**config.mk**
```make
export PLATFORM = sky130hd
export DESIGN_NAME = pmem_arbiter_rr_flat
export DESIGN_NICKNAME = d
export VERILOG_FILES = /design/src/rtl/pmem_arbiter_rr_if.sv /design/src/rtl/pmem_arbiter_rr.sv /design/src/flat_wrapper.sv
export SDC_FILE = /design/constraint.sdc
export NUM_CORES = 1
export LEC_CHECK = 0
export ABC_AREA = 1
export BUFFER_PORTS_ARGS = -buffer_cell sky130_fd_sc_hd__buf_2
export CORE_AREA = 5 5 634 636
export DETAILED_ROUTE_END_ITERATION = 8
export DIE_AREA = 0 0 639 641
export PLACE_DENSITY_LB_ADDON = 0.05
export SETUP_SLACK_MARGIN = 0.1
export SYNTH_ARGS = -nofsm -noshare
export SYNTH_HDL_FRONTEND = slang
export SYNTH_SLANG_ARGS = --single-unit
```
**constraint.sdc**
```tcl
create_clock -name clk -period 1.3 [get_ports clk]
set_input_delay 0.13 -clock clk [delete_from_list [all_inputs] [get_ports clk]]
set_output_delay 0.13 -clock clk [all_outputs]
set_load 0.005 [all_outputs]
```
**src/rtl/pmem_arbiter_rr_if.sv**
```systemverilog
// Bus bundle between the L1 line requesters, the pmem arbiter and the physical-memory line port.
interface pmem_arbiter_rr_if #(
    parameter int unsigned NUM_PORTS  = 2,
    parameter int unsigned ADDR_WIDTH = 32,
    parameter int unsigned LINE_WIDTH = 256
);
    logic [NUM_PORTS*ADDR_WIDTH-1:0] port_address;
    logic [NUM_PORTS*LINE_WIDTH-1:0] port_wdata;
    logic [NUM_PORTS-1:0]            port_read;
    logic [NUM_PORTS-1:0]            port_write;
    logic [NUM_PORTS*LINE_WIDTH-1:0] port_rdata;
    logic [NUM_PORTS-1:0]            port_resp;
    logic [ADDR_WIDTH-1:0]           cache_address;
    logic [LINE_WIDTH-1:0]           cache_to_pmem;
    logic                            cache_read;
    logic                            cache_write;
    logic [LINE_WIDTH-1:0]           pmem_to_cache;
    logic                            cache_resp;

    // Arbiter view
    modport slave (
        input  port_address, port_wdata, port_read, port_write, pmem_to_cache, cache_resp,
        output port_rdata, port_resp, cache_address, cache_to_pmem, cache_read, cache_write
    );

    // Requesters plus pmem view
    modport master (
        output port_address, port_wdata, port_read, port_write, pmem_to_cache, cache_resp,
        input  port_rdata, port_resp, cache_address, cache_to_pmem, cache_read, cache_write
    );
endinterface

```
**src/rtl/pmem_arbiter_rr.sv**
```systemverilog
// N-port arbiter of L1 line requests onto a single pmem line port; one burst line per grant.
// Default is round-robin; define PMEM_ARB_FIXED_PRIO_EN for fixed priority (lowest index wins).
module pmem_arbiter_rr #(
    parameter int unsigned  NUM_PORTS  = 2,
    parameter int unsigned  ADDR_WIDTH = 32,
    parameter int unsigned  LINE_WIDTH = 256,
    localparam int unsigned IDX_WIDTH  = $clog2(NUM_PORTS)
) (
    input  logic                 clk,
    input  logic                 rst,
    pmem_arbiter_rr_if.slave     bus,
    output logic [IDX_WIDTH-1:0] grant_idx,
    output logic                 busy
);
    typedef enum logic [0:0] {
        IDLE  = 1'b0,
        ISSUE = 1'b1
    } state_e;

    state_e               state_q;
    state_e               state_d;
    logic [NUM_PORTS-1:0] req;
    logic [IDX_WIDTH-1:0] win_idx;
    logic                 win_vld;
    logic                 grant_load;
    logic                 done;

    // A port asserting read and write together counts as a single (write) request
    assign req = bus.port_read | bus.port_write;

`ifdef PMEM_ARB_FIXED_PRIO_EN
    // Lowest requesting index wins
    always_comb begin
        win_idx = '0;
        win_vld = 1'b0;
        for (int i = int'(NUM_PORTS) - 1; i >= 0; i--) begin
            if (req[i]) begin
                win_idx = IDX_WIDTH'(i);
                win_vld = 1'b1;
            end
        end
    end
`else
    logic [IDX_WIDTH-1:0] rr_ptr;

    // First requester found scanning upward from the pointer, wrapping at NUM_PORTS
    always_comb begin
        int unsigned idx;
        idx     = 0;
        win_idx = '0;
        win_vld = 1'b0;
        for (int unsigned k = 0; k < NUM_PORTS; k++) begin
            idx = (32'(rr_ptr) + k) % NUM_PORTS;
            if (!win_vld && req[IDX_WIDTH'(idx)]) begin
                win_idx = IDX_WIDTH'(idx);
                win_vld = 1'b1;
            end
        end
    end

    // Pointer moves just past the port that completed
    always_ff @(posedge clk or negedge rst) begin
        if (!rst) begin
            rr_ptr <= '0;
        end else if (done) begin
            rr_ptr <= (32'(grant_idx) == NUM_PORTS - 1) ? '0 : grant_idx + 1'b1;
        end
    end
`endif

    always_ff @(posedge clk or negedge rst) begin
        if (!rst) begin
            state_q <= IDLE;
        end else begin
            state_q <= state_d;
        end
    end

    // Next state plus the same-cycle response steering back to the owning port
    always_comb begin
        state_d        = state_q;
        grant_load     = 1'b0;
        done           = 1'b0;
        bus.port_resp  = '0;
        bus.port_rdata = '0;
        case (state_q)
            IDLE: begin
                if (win_vld) begin
                    grant_load = 1'b1;
                    state_d    = ISSUE;
                end
            end
            ISSUE: begin
                if (bus.cache_resp) begin
                    done                     = 1'b1;
                    state_d                  = IDLE;
                    bus.port_resp[grant_idx] = 1'b1;
                    if (bus.cache_read) begin
                        bus.port_rdata[32'(grant_idx)*LINE_WIDTH +: LINE_WIDTH] = bus.pmem_to_cache;
                    end
                end
            end
            default: state_d = IDLE;
        endcase
    end

    // Request buffer: captured at grant so pmem sees stable fields for the whole burst
    always_ff @(posedge clk or negedge rst) begin
        if (!rst) begin
            bus.cache_address <= '0;
            bus.cache_to_pmem <= '0;
            bus.cache_read    <= 1'b0;
            bus.cache_write   <= 1'b0;
            grant_idx         <= '0;
            busy              <= 1'b0;
        end else if (grant_load) begin
            bus.cache_address <= bus.port_address[32'(win_idx)*ADDR_WIDTH +: ADDR_WIDTH];
            bus.cache_to_pmem <= bus.port_wdata[32'(win_idx)*LINE_WIDTH +: LINE_WIDTH];
            bus.cache_write   <= bus.port_write[win_idx];
            bus.cache_read    <= ~bus.port_write[win_idx];
            grant_idx         <= win_idx;
            busy              <= 1'b1;
        end else if (done) begin
            bus.cache_read    <= 1'b0;
            bus.cache_write   <= 1'b0;
            busy              <= 1'b0;
        end
    end
endmodule
```
**src/flat_wrapper.sv**
```systemverilog
// flat-port wrapper written by rule: the top's interface ports become plain ports
module pmem_arbiter_rr_flat 
#(
    parameter int unsigned  NUM_PORTS  = 2,
    parameter int unsigned  ADDR_WIDTH = 32,
    parameter int unsigned  LINE_WIDTH = 256,
    localparam int unsigned IDX_WIDTH  = $clog2(NUM_PORTS)
)
  (clk, rst, grant_idx, busy, bus_port_address, bus_port_wdata, bus_port_read, bus_port_write, bus_pmem_to_cache, bus_cache_resp, bus_port_rdata, bus_port_resp, bus_cache_address, bus_cache_to_pmem, bus_cache_read, bus_cache_write);
  pmem_arbiter_rr_if #(.NUM_PORTS(NUM_PORTS), .ADDR_WIDTH(ADDR_WIDTH), .LINE_WIDTH(LINE_WIDTH)) bus_i ();
  input  logic clk;
  input  logic rst;
  output logic [IDX_WIDTH-1:0] grant_idx;
  output logic busy;
  input wire logic [$bits(bus_i.port_address)-1:0] bus_port_address;
  input wire logic [$bits(bus_i.port_wdata)-1:0] bus_port_wdata;
  input wire logic [$bits(bus_i.port_read)-1:0] bus_port_read;
  input wire logic [$bits(bus_i.port_write)-1:0] bus_port_write;
  input wire logic [$bits(bus_i.pmem_to_cache)-1:0] bus_pmem_to_cache;
  input wire logic [$bits(bus_i.cache_resp)-1:0] bus_cache_resp;
  output wire logic [$bits(bus_i.port_rdata)-1:0] bus_port_rdata;
  output wire logic [$bits(bus_i.port_resp)-1:0] bus_port_resp;
  output wire logic [$bits(bus_i.cache_address)-1:0] bus_cache_address;
  output wire logic [$bits(bus_i.cache_to_pmem)-1:0] bus_cache_to_pmem;
  output wire logic [$bits(bus_i.cache_read)-1:0] bus_cache_read;
  output wire logic [$bits(bus_i.cache_write)-1:0] bus_cache_write;
  assign bus_i.port_address = bus_port_address;
  assign bus_i.port_wdata = bus_port_wdata;
  assign bus_i.port_read = bus_port_read;
  assign bus_i.port_write = bus_port_write;
  assign bus_i.pmem_to_cache = bus_pmem_to_cache;
  assign bus_i.cache_resp = bus_cache_resp;
  assign bus_port_rdata = bus_i.port_rdata;
  assign bus_port_resp = bus_i.port_resp;
  assign bus_cache_address = bus_i.cache_address;
  assign bus_cache_to_pmem = bus_i.cache_to_pmem;
  assign bus_cache_read = bus_i.cache_read;
  assign bus_cache_write = bus_i.cache_write;
  pmem_arbiter_rr #(.NUM_PORTS(NUM_PORTS), .ADDR_WIDTH(ADDR_WIDTH), .LINE_WIDTH(LINE_WIDTH)) u_core (.clk(clk), .rst(rst), .bus(bus_i), .grant_idx(grant_idx), .busy(busy));
endmodule
```
# Yosys cells after proc, flatten, opt, wreduce, memory -nomap -nowiden
# Index checks and enable logic that the tools add are counted.
dict set report totals {
  out_inout_bits 806
  input_bits 839
  elab_cells 56
  reg_bits 294
}
dict set report classes {
  bitwise 4
  magnitude_cmp 5
  reduce_logical 4
  muxes 28
  shifts 4
  n_addsub 3
}
# operator n
set op_table {}
lappend op_table {{$mux W512} 3}
lappend op_table {{$and A512 B512 Y512} 1}
lappend op_table {{$shift A256 B34 Y512 const A} 1}
lappend op_table {{$shiftx A256 B34 Y512} 1}
lappend op_table {{$shiftx A512 B10 Y256} 1}
lappend op_table {{$shiftx A64 B7 Y32} 1}
lappend op_table {{$neg A9 Y34} 1}
lappend op_table {{$mux W1} 21}
lappend op_table {{$lt A1 B2 Y1 const B} 4}
lappend op_table {{$mux W2} 2}
lappend op_table {{$add A1 B1 Y1 const B} 2}
lappend op_table {{$logic_and A1 B1 Y1} 2}
lappend op_table {{$not A1 Y1} 2}
lappend op_table {{$or A2 B2 Y2} 1}
lappend op_table {{$pmux W1 S2} 1}
lappend op_table {{$reduce_bool A2 Y1} 1}
lappend op_table {{$demux W1 S1} 1}
lappend op_table {{$ge A1 B1 Y1 const B} 1}
lappend op_table {{$logic_not A1 Y1} 1}

# Logic depth before layout (Yosys ltp)
# Gate-level depths: netlist (run 1).
dict set report logic_depth {
  depth_word 11
  depth_mapped 9
  mapped_depth_nobuf 7
}

# Worst setup path before layout (run 1)
# OpenSTA, ideal clock, no wires.
dict set report synth_path {
  kind {flip-flop to output port}
  from {reg u_core.state_q}
  to {out bus_port_rdata[482]}
  t_required_ns 1.170
  stages_incl_launch_ff 7
  n_path_buf 2
  slack_ns -0.038
  t_arrival_ns 1.208
  path_cell_list {dfrtp_1 -> nand2_2 -> inv_2 -> nand2_1 -> buf_2 -> clkbuf_1 -> nor3_1}
}
dict set report synth_via {
  elab_chain_len 1
}
# element line
set synth_lines {}
lappend synth_lines {{start, declared} pmem_arbiter_rr.sv:20} ;# state_e state_q;
lappend synth_lines {{start signal, assigned} pmem_arbiter_rr.sv:75} ;# state_q <= state_d;
lappend synth_lines {{$mux W512} pmem_arbiter_rr.sv:86} ;# case (state_q)
lappend synth_lines {{end, declared} flat_wrapper.sv:21} ;# output wire logic [$bits(bus_i.port_rdata)-1:0] bus_port_rdata;
# Every way passes these cells.

# Final worst setup path (run 1)
dict set report layout_path {
  from {reg u_core.state_q}
  to {out bus_port_rdata[43]}
}
# Same word-level chain as after synthesis.

==> results of run 1 <==
-- repair_timing --
action | in CTS | in global routing
endpoints found under the setup margin | 1100 | 1107
pin swaps | 6 | 6
cloned | 10 | 19
gates resized for setup | 126 | 333
hold buffers | 578 | 0
endpoints found under the hold margin | 586 | 0
setup buffers | 13 | 21
-- power by group through the flow --
stage	Clock (mW)	Combinational, mW	Sequential [mW]
2_1_floorplan	0	17.0	16.7
3_3_place_gp	0	46.5	16.7
3_5_place_dp	0	46.1	16.7
4_1_cts	17.3	49.9	16.7
5_1_grt	17.4	55.5	17.2
6_report	16.2	50.1	16.5
-- final timing paths --
check                                              start                            end  cells after the start
min in group asynchronous                            rst   u_core.bus.cache_to_pmem[52]                      3
max in group asynchronous                            rst  u_core.bus.cache_to_pmem[238]                      3
hold / removal                       bus_port_wdata[499]  u_core.bus.cache_to_pmem[243]                      4
setup reg to reg                          u_core.state_q   u_core.bus.cache_to_pmem[44]                      8
setup / recovery                          u_core.state_q             bus_port_rdata[43]                      8
hold reg to reg            u_core.bus.cache_to_pmem[226]  u_core.bus.cache_to_pmem[226]                      2
-- cell usage after synthesis, types with 2 or more instances --
cell        n  share of area, %
buf_4       3              0.11
nor2_2      2             0.062
clkbuf_1  119               2.2
dfrtp_1   294                37
inv_1     547                10
nand3_1   291               7.2
buf_2      84               2.1
o21ai_1     2             0.050
nand2_1   875                16
nor3_1    512                13
nand3b_1  288                11
buf_6      10              0.56
inv_2       5             0.093
buf_1      55               1.0
o21ai_0     2             0.050
-- registers in the layout, summed over array words and instances (netlist names) --
register                  flops
u_core.bus.cache_read         1
u_core.grant_idx              1
u_core.bus.cache_write        1
u_core.busy                   1
u_core.rr_ptr                 1
u_core.state_q                1
u_core.bus.cache_to_pmem    256
u_core.bus.cache_address     32
-- layout make-up --
class,instances,area share [%]
timing repair buffer,2615,39.2
timing repair inverter,1,0.0408
clock buffer,76,3.17
antenna,32,0.163
tap,5242,13.4
inverter,552,4.33
sequential,294,15.0
clock inverter,20,0.704
multi-input combinational,1976,24.0
-- cell families (layout without fill, tap and decap cells) --
family | after synthesis | in the layout | synth area share (%)
and+or+nand+nor | 1970 | 1971 | 47.1
buffers and inverters | 823 | 3264 | 16.3
AOI/OAI and AO/OA | 5 | 5 | 0.143
DFF | 294 | 294 | 36.5
other | 0 | 32 | 0
-- critical path, cell delays in order, from the launching register on --
cell and delay [ps]:
dfrtp_1 370, nand2_4 110, nor2_4 120, buf_12 140
inv_16 70, buf_12 210, buf_16 170, nor3_2 130
buf_2 140
-- layer usage --
metal / GRT usage [%] / up-vias / wire (um) / part of all wire [%]
li1: - / 14550 / - / -
met1: 10.8 / 14655 / 82500 / 32
met2: 24.2 / 1177 / 147000 / 56
met3: 4.24 / 413 / 20800 / 8.0
met4: 4.17 / 120 / 10700 / 4.1
met5: 0 / - / 690 / 0.26
==> metrics.csv, run 1 <==
stage;metric;value;unit
run_status;run_status;finished, violations left;
run_status;violations;negative setup slack;
grt;grt_max_degree;55;
placement;numPlacedInstances;10042;
placement;gp_congestion;0.808;
die;chipWidth;639;um
synth;avgSynthCellArea;6.52;um2
sta;whs;15.6;ps
grt;grt_pass1_wl;328000;um
cells_and_area;syn_to_final_growth;143;%
worst_setup_path;path_max_fanout;17;
grt;grt_pass1_vias;33194;
sta;setup_viol;1064;
die;die_h;641;um
clocking;cts_buffer_depth;3;
worst_setup_path;startpoint_type;flop;
power_and_ir_drop;power_density;1690;nW/um2
die;io_pins;1645;
synth;syn_nets;3931;
route;wl_per_cell;24.2;um
route;num_vias;30915;
synth;seq_area_frac_synth;36.5;%
sta;worst_slew_pin_slew;692;ps
sta;slew_headroom;53.8;%
synth;synth-async-reset-ratio;100;%
route;first_pass_iters;7;
sta;rsz0062_at_grt;true;
cells_and_area;layout.cells.most_common;buf_2;
worst_setup_path;cp_data_required_time;1170;ps
cells_and_area;fin_cells;10808;
synth;synthCells;3092;
grt;antenna_found_initial;157;
cells_and_area;mostFrequentLayoutCells;buf_2 (1569), nand2_1 (873), dlygate4sd3_1 (578), inv_1 (546), dfrtp_1 (292);
worst_setup_path;cp-end-kind;primary output;
worst_setup_path;critical_path_class;reg -> out;
synth;synth.cell_area;20200;um2
power_and_ir_drop;p_leak;24.6;nW
placement;place_area;38200;um2
cells_and_area;fin_area;49100;um2
clocking;clock-sinks;294;
placement;port-buffer-count;1644;
route;via_per_inst;2.86;
sta;slew_viol_final;0;
route;drc;0;
synth;synth_edf_count;0;
cells_and_area;postLayoutCoreUtil;12.4;%
worst_setup_path;r2r_slack;-620;ps
flow_run;cap_violations;0;
hold_path;min_path_type;in -> reg;
grt;grt_usage;12.0;%
clocking;tritoncts;built;
die;initial_core_util;5.10;%
synth;ys.flop_type;dfrtp_1;
sta;setup_ws;-1010;ps
sta;fmax;433;MHz
clocking;cts.htree.levels;2;
power_and_ir_drop;ir_drop;1100;uV
route;drt-total-wl;262000;um
sta;fin_setup_tns;-584170;ps
cells_and_area;drive_gt1_share;44.7;%
worst_setup_path;arrival;2180;ps
power_and_ir_drop;seqPwrFrac;19.9;%
sta;period_needed;2310;ps
sta;finalHoldViolCount;0;
die;coreArea;395000;um2
route;drtAntennaViolNets;0;
clocking;cts_root_buf;clkbuf_16;
clocking;cts_buffers;52;
cells_and_area;final-seq-area;7360;um2
synth;ys_seq_elements;294;
placement;place_ws;-751;ps
power_and_ir_drop;switchingPower;39.9;mW
power_and_ir_drop;comb_power_share;60.5;%
grt;overflow;0;
power_and_ir_drop;switching_share;48.2;%
route;drtIter0Drc;1103;
power_and_ir_drop;p_int;42.9;mW
die;die_area;410000;um2
cells_and_area;fin_nets;6331;
placement;dp_hpwl;221000;um
cells_and_area;fillers;46175;
clocking;clock_latency;680;ps
power_and_ir_drop;power_frac_clock;19.5;%
sta;clock_skew;49.2;ps
sta;fin_crit_sh;178;%
synth;yosysWarningCount;0;
die;row_count;231;
synth;yosysUniqueCellTypes;18;
power_and_ir_drop;finalPower;82.8;mW
clocking;clkTransAtPathRegs;50;ps
cells_and_area;multi_input_area;11800;um2
(Power assumes the default switching activity.)
==> run 2: changes to the inputs <==
--- a/config.mk
+++ b/config.mk
@@ -5,11 +5,10 @@
 export SDC_FILE = /design/constraint.sdc
 export NUM_CORES = 1
 export LEC_CHECK = 0
-export ABC_AREA = 1
 export BUFFER_PORTS_ARGS = -buffer_cell sky130_fd_sc_hd__buf_2
-export CORE_AREA = 5 5 634 636
+export CORE_AREA = 5 5 630 632
 export DETAILED_ROUTE_END_ITERATION = 8
-export DIE_AREA = 0 0 639 641
+export DIE_AREA = 0 0 635 637
 export PLACE_DENSITY_LB_ADDON = 0.05
 export SETUP_SLACK_MARGIN = 0.1
 export SYNTH_ARGS = -nofsm -noshare
==> metrics.csv, run 2 <==
stage;metric;value;unit;change
run_status;run_status;finished, violations left;;unchanged
run_status;violations;negative setup slack;;unchanged
clocking;cts_root_buf;clkbuf_16;;unchanged
hold_path;holdPathEnd;u_core.busy;;was u_core.bus.cache_to_pmem[243]
cells_and_area;syn_to_final_growth;157;%;was 143%
synth;yosys.area.top_type_share;40.4;%;was 36.5%
synth;yosysWarningCount;0;;unchanged
grt;gr-usage-met1;13.6;%;was 10.8%
synth;avgSynthCellArea;8.06;um2;was 6.52 um2
sta;slew_viol_final;0;;unchanged
grt;use_met3;3.36;%;was 4.24%
clocking;clock_latency;640;ps;was 680 ps
synth;netlist_top_cells_count;nor2_1 (514), dfrtp_1 (294), a2bb2oi_1 (289), o21ai_0 (289), a311oi_1 (288);;was nand2_1 (875), inv_1 (547), nor3_1 (512)
hold_path;min_path_cells;5;;was 4
power_and_ir_drop;ir_drop;997;uV;was 1100 uV
cells_and_area;drive_gt1_share;53.3;%;was 44.7%
synth;ys_seq_elements;294;;unchanged
cells_and_area;fillers;45631;;was 46175
grt;grt_usage;12.8;%;was 12.0%
synth;synth.cell_area;18200;um2;was 20200 um2
clocking;clock-sinks;294;;unchanged
die;die_h;637;um;was 641 um
synth;yosysUniqueCellTypes;26;;was 18
route;drtIter0Drc;1212;;was 1103
die;chipWidth;635;um;was 639 um
worst_setup_path;cp-end-kind;primary output;;unchanged
synth;yosys.area.top_type;dfrtp_1;;unchanged
cells_and_area;multi_input_area;11700;um2;was 11800 um2
worst_setup_path;worstPathCellList;nand2_4 -> or2_4 -> buf_12 -> buf_4 -> nor2_1 -> buf_2;;was nand2_4 -> nor2_4 -> buf_12 -> inv_16 -> buf_12 -> buf_16 -> nor3_2 -> buf_2
route;drtAntennaViolNets;0;;unchanged
clocking;ctsHoldBuffers;562;;was 578
hold_path;min_from;bus_cache_resp;;was bus_port_wdata[499]
synth;synth.area.top_cells;dfrtp_1 (40%), a2bb2oi_1 (14%), a311oi_1 (14%);;was dfrtp_1 (37%), nand2_1 (16%), nor3_1 (13%)
clocking;cts_buffers;47;;was 52
worst_setup_path;critical_path_class;reg -> out;;unchanged
synth;synthCells;2261;;was 3092
grt;grt_pass1_vias;31883;;was 33194
placement;gp_congestion;0.793;;was 0.808
clocking;cts_buffer_depth;3;;unchanged
worst_setup_path;r2r_end;u_core.bus.cache_to_pmem[135];;was u_core.bus.cache_to_pmem[44]
worst_setup_path;max_stage_delay;450;ps;was 370 ps
hold_path;min_path_type;in -> reg;;unchanged
worst_setup_path;arrival;2210;ps;was 2180 ps
sta;fin_crit_sh;180;%;was 178%
grt;grt_pass1_wl;348000;um;was 328000 um
sta;setup_viol;927;;was 1064
route;wl_per_cell;27.2;um;was 24.2 um
placement;port-buffer-count;1644;;unchanged
route;first_pass_iters;5;;was 7
cells_and_area;final-seq-area;7360;um2;about the same
worst_setup_path;startpoint_type;flop;;unchanged
route;num_vias;29105;;was 30915
grt;overflow;0;;unchanged
worst_setup_path;crit_buf_inv;3;;was 5
worst_setup_path;r2r_slack;-940;ps;was -620 ps
cells_and_area;top_register;u_core.bus.cache_to_pmem;;unchanged
die;initial_core_util;4.66;%;was 5.10%
clocking;tritoncts;built;;unchanged
synth;synth_edf_count;0;;unchanged
die;io_pins;1645;;unchanged
clocking;clkTransAtPathRegs;60;ps;was 50 ps
clocking;cts.htree.levels;2;;unchanged
grt;gr-usage-met2;24.8;%;was 24.2%
synth;yosysMostFrequentCell;nor2_1;;was nand2_1
die;row_count;230;;was 231
worst_setup_path;r2r-start;u_core.rr_ptr;;was u_core.state_q
flow_run;cap_violations;0;;unchanged
sta;slew_headroom;38.7;%;was 53.8%
grt;antenna_found_initial;136;;was 157
sta;clock_skew;42.4;ps;was 49.2 ps
placement;numPlacedInstances;9254;;was 10042
worst_setup_path;critPathSlowestCell;dfrtp_4;;was dfrtp_1
sta;period_needed;2340;ps;was 2310 ps
cells_and_area;layout.cells.most_common;buf_2;;unchanged
route;via_per_inst;2.92;;was 2.86
cells_and_area;mostFrequentLayoutCells;buf_2 (1616), dlygate4sd3_1 (562), buf_4 (309), dfrtp_1 (292);;was buf_2 (1569), nand2_1 (873), dlygate4sd3_1 (578), inv_1 (546), dfrtp_1 (292)
cells_and_area;fin_cells;9971;;was 10808
die;die_area;404000;um2;was 410000 um2
die;coreArea;391000;um2;was 395000 um2
sta;setup_ws;-1040;ps;was -1010 ps
sta;fmax;428;MHz;was 433 MHz
cells_and_area;largest_reg_flops;256;;unchanged
synth;syn_nets;3100;;was 3931
worst_setup_path;ff2ff_path_depth;6;;was 8
synth;ys.flop_type;dfrtp_1;;unchanged
synth;synth-async-reset-ratio;100;%;unchanged
synth;seq_area_frac_synth;40.4;%;was 36.5%
worst_setup_path;cp_data_required_time;1170;ps;about the same
power_and_ir_drop;p_leak;19.3;nW;was 24.6 nW
grt;busiest_layer;met2;;unchanged
placement;dp_hpwl;230000;um;was 221000 um
cells_and_area;postLayoutCoreUtil;12.0;%;was 12.4%
cells_and_area;fin_nets;5510;;was 6331
cells_and_area;reg_top3;u_core.bus.cache_to_pmem: 256 flops, u_core.bus.cache_address: 32 flops;;unchanged
placement;place_area;38400;um2;was 38200 um2
worst_setup_path;path_max_fanout;20;;was 17
sta;worst_slew_pin_slew;913;ps;was 692 ps
power_and_ir_drop;power_density;1040;nW/um2;was 1690 nW/um2
sta;finalHoldViolCount;0;;unchanged
cells_and_area;fin_area;46800;um2;was 49100 um2
placement;place_ws;-797;ps;was -751 ps
route;drt-total-wl;272000;um;was 262000 um
grt;grt_max_degree;89;;was 55
sta;rsz0062_at_grt;true;;unchanged
worst_setup_path;crit_family;buffers and inverters;;unchanged
route;drc;0;;unchanged
run 2: changes by cell type in the layout (fill, tap and decap cells not counted), sizes merged, moves of 82 or more:
cell,previous run,this run
buf,2020,2102
inv,552,2
nand2,877,260
nor3,512,0
o21ai,4,289
a2bb2oi,0,289
a311oi,0,288
nor2,3,516
nand3,291,1
nand3b,288,0
run 2: where the power goes:
group	total [mW]	switching [mW]	internal [mW]
clock	13.8	5.89	7.92
combinational	22.5	12.7	9.75
sequential	12.6	1.34	11.3
run 2: layout make-up:
class / instances / area share, %
Timing Repair Buffer: 2670 / 41.8
Multi-Input combinational cell: 1656 / 24.9
Sequential cell: 294 / 15.7
Tap cell: 5220 / 14.0
Clock buffer: 69 / 2.95
Clock inverter: 16 / 0.348
Antenna cell: 44 / 0.235
Inverter: 2 / 0.0160
run 2: cell families after synthesis:
| family | share of synthesized area [%] |
|---|---|
| compound gates | 35.9 |
| simple gates | 16.2 |
| buf+inv | 7.38 |
| flops | 40.4 |
| mux | 0.117 |
run 2: worst register-to-register path, cell delays in order, from the launching register on:
cell	delay [ps]
dfrtp_1	380
o21bai_4	180
buf_12	160
buf_12	210
buf_4	220
a311oi_1	760
a2bb2oi_1	140
run 2: worst max-delay path by stage:
stage,cells past startpoint,start,end,slack [ps]
after floorplan,7,u_core.state_q,bus_port_rdata[100],-160
after global placement,6,u_core.rr_ptr,u_core.bus.cache_to_pmem[135],-770
after detailed placement,6,u_core.rr_ptr,u_core.bus.cache_to_pmem[135],-800
after CTS,6,u_core.state_q,bus_port_rdata[45],-1200
after global routing,6,u_core.state_q,bus_port_rdata[41],-1180
final,6,u_core.state_q,bus_port_rdata[8],-1040
run 2: per-layer routing:
layer | share of wire [%] | vias up | routed length (um)
met5 | 0.16 | - | 439
met4 | 3.1 | 72 | 8380
met3 | 5.7 | 333 | 15600
met2 | 54 | 1115 | 147000
met1 | 37 | 14323 | 101000
li1 | - | 13262 | -
run 2: per-stage QoR:
stage	TNS, ps	power [mW]	hold WS [ps]
finish	-623720	48.9	6.44
global route	-749870	51.9	-12.2
CTS	-753450	50.6	-57.9
detailed placement	-321770	33.7	-18.9
global placement	-315590	34.0	-20.5
floorplan	-79280	20.2	-166
run 2: timing repair:
item	CTS	global route
setup endpoints to repair	1099	1100
setup buffers	4	9
pin swaps	7	3
endpoints found under the hold margin	585	1
gates cloned	8	6
gates resized for setup	84	91
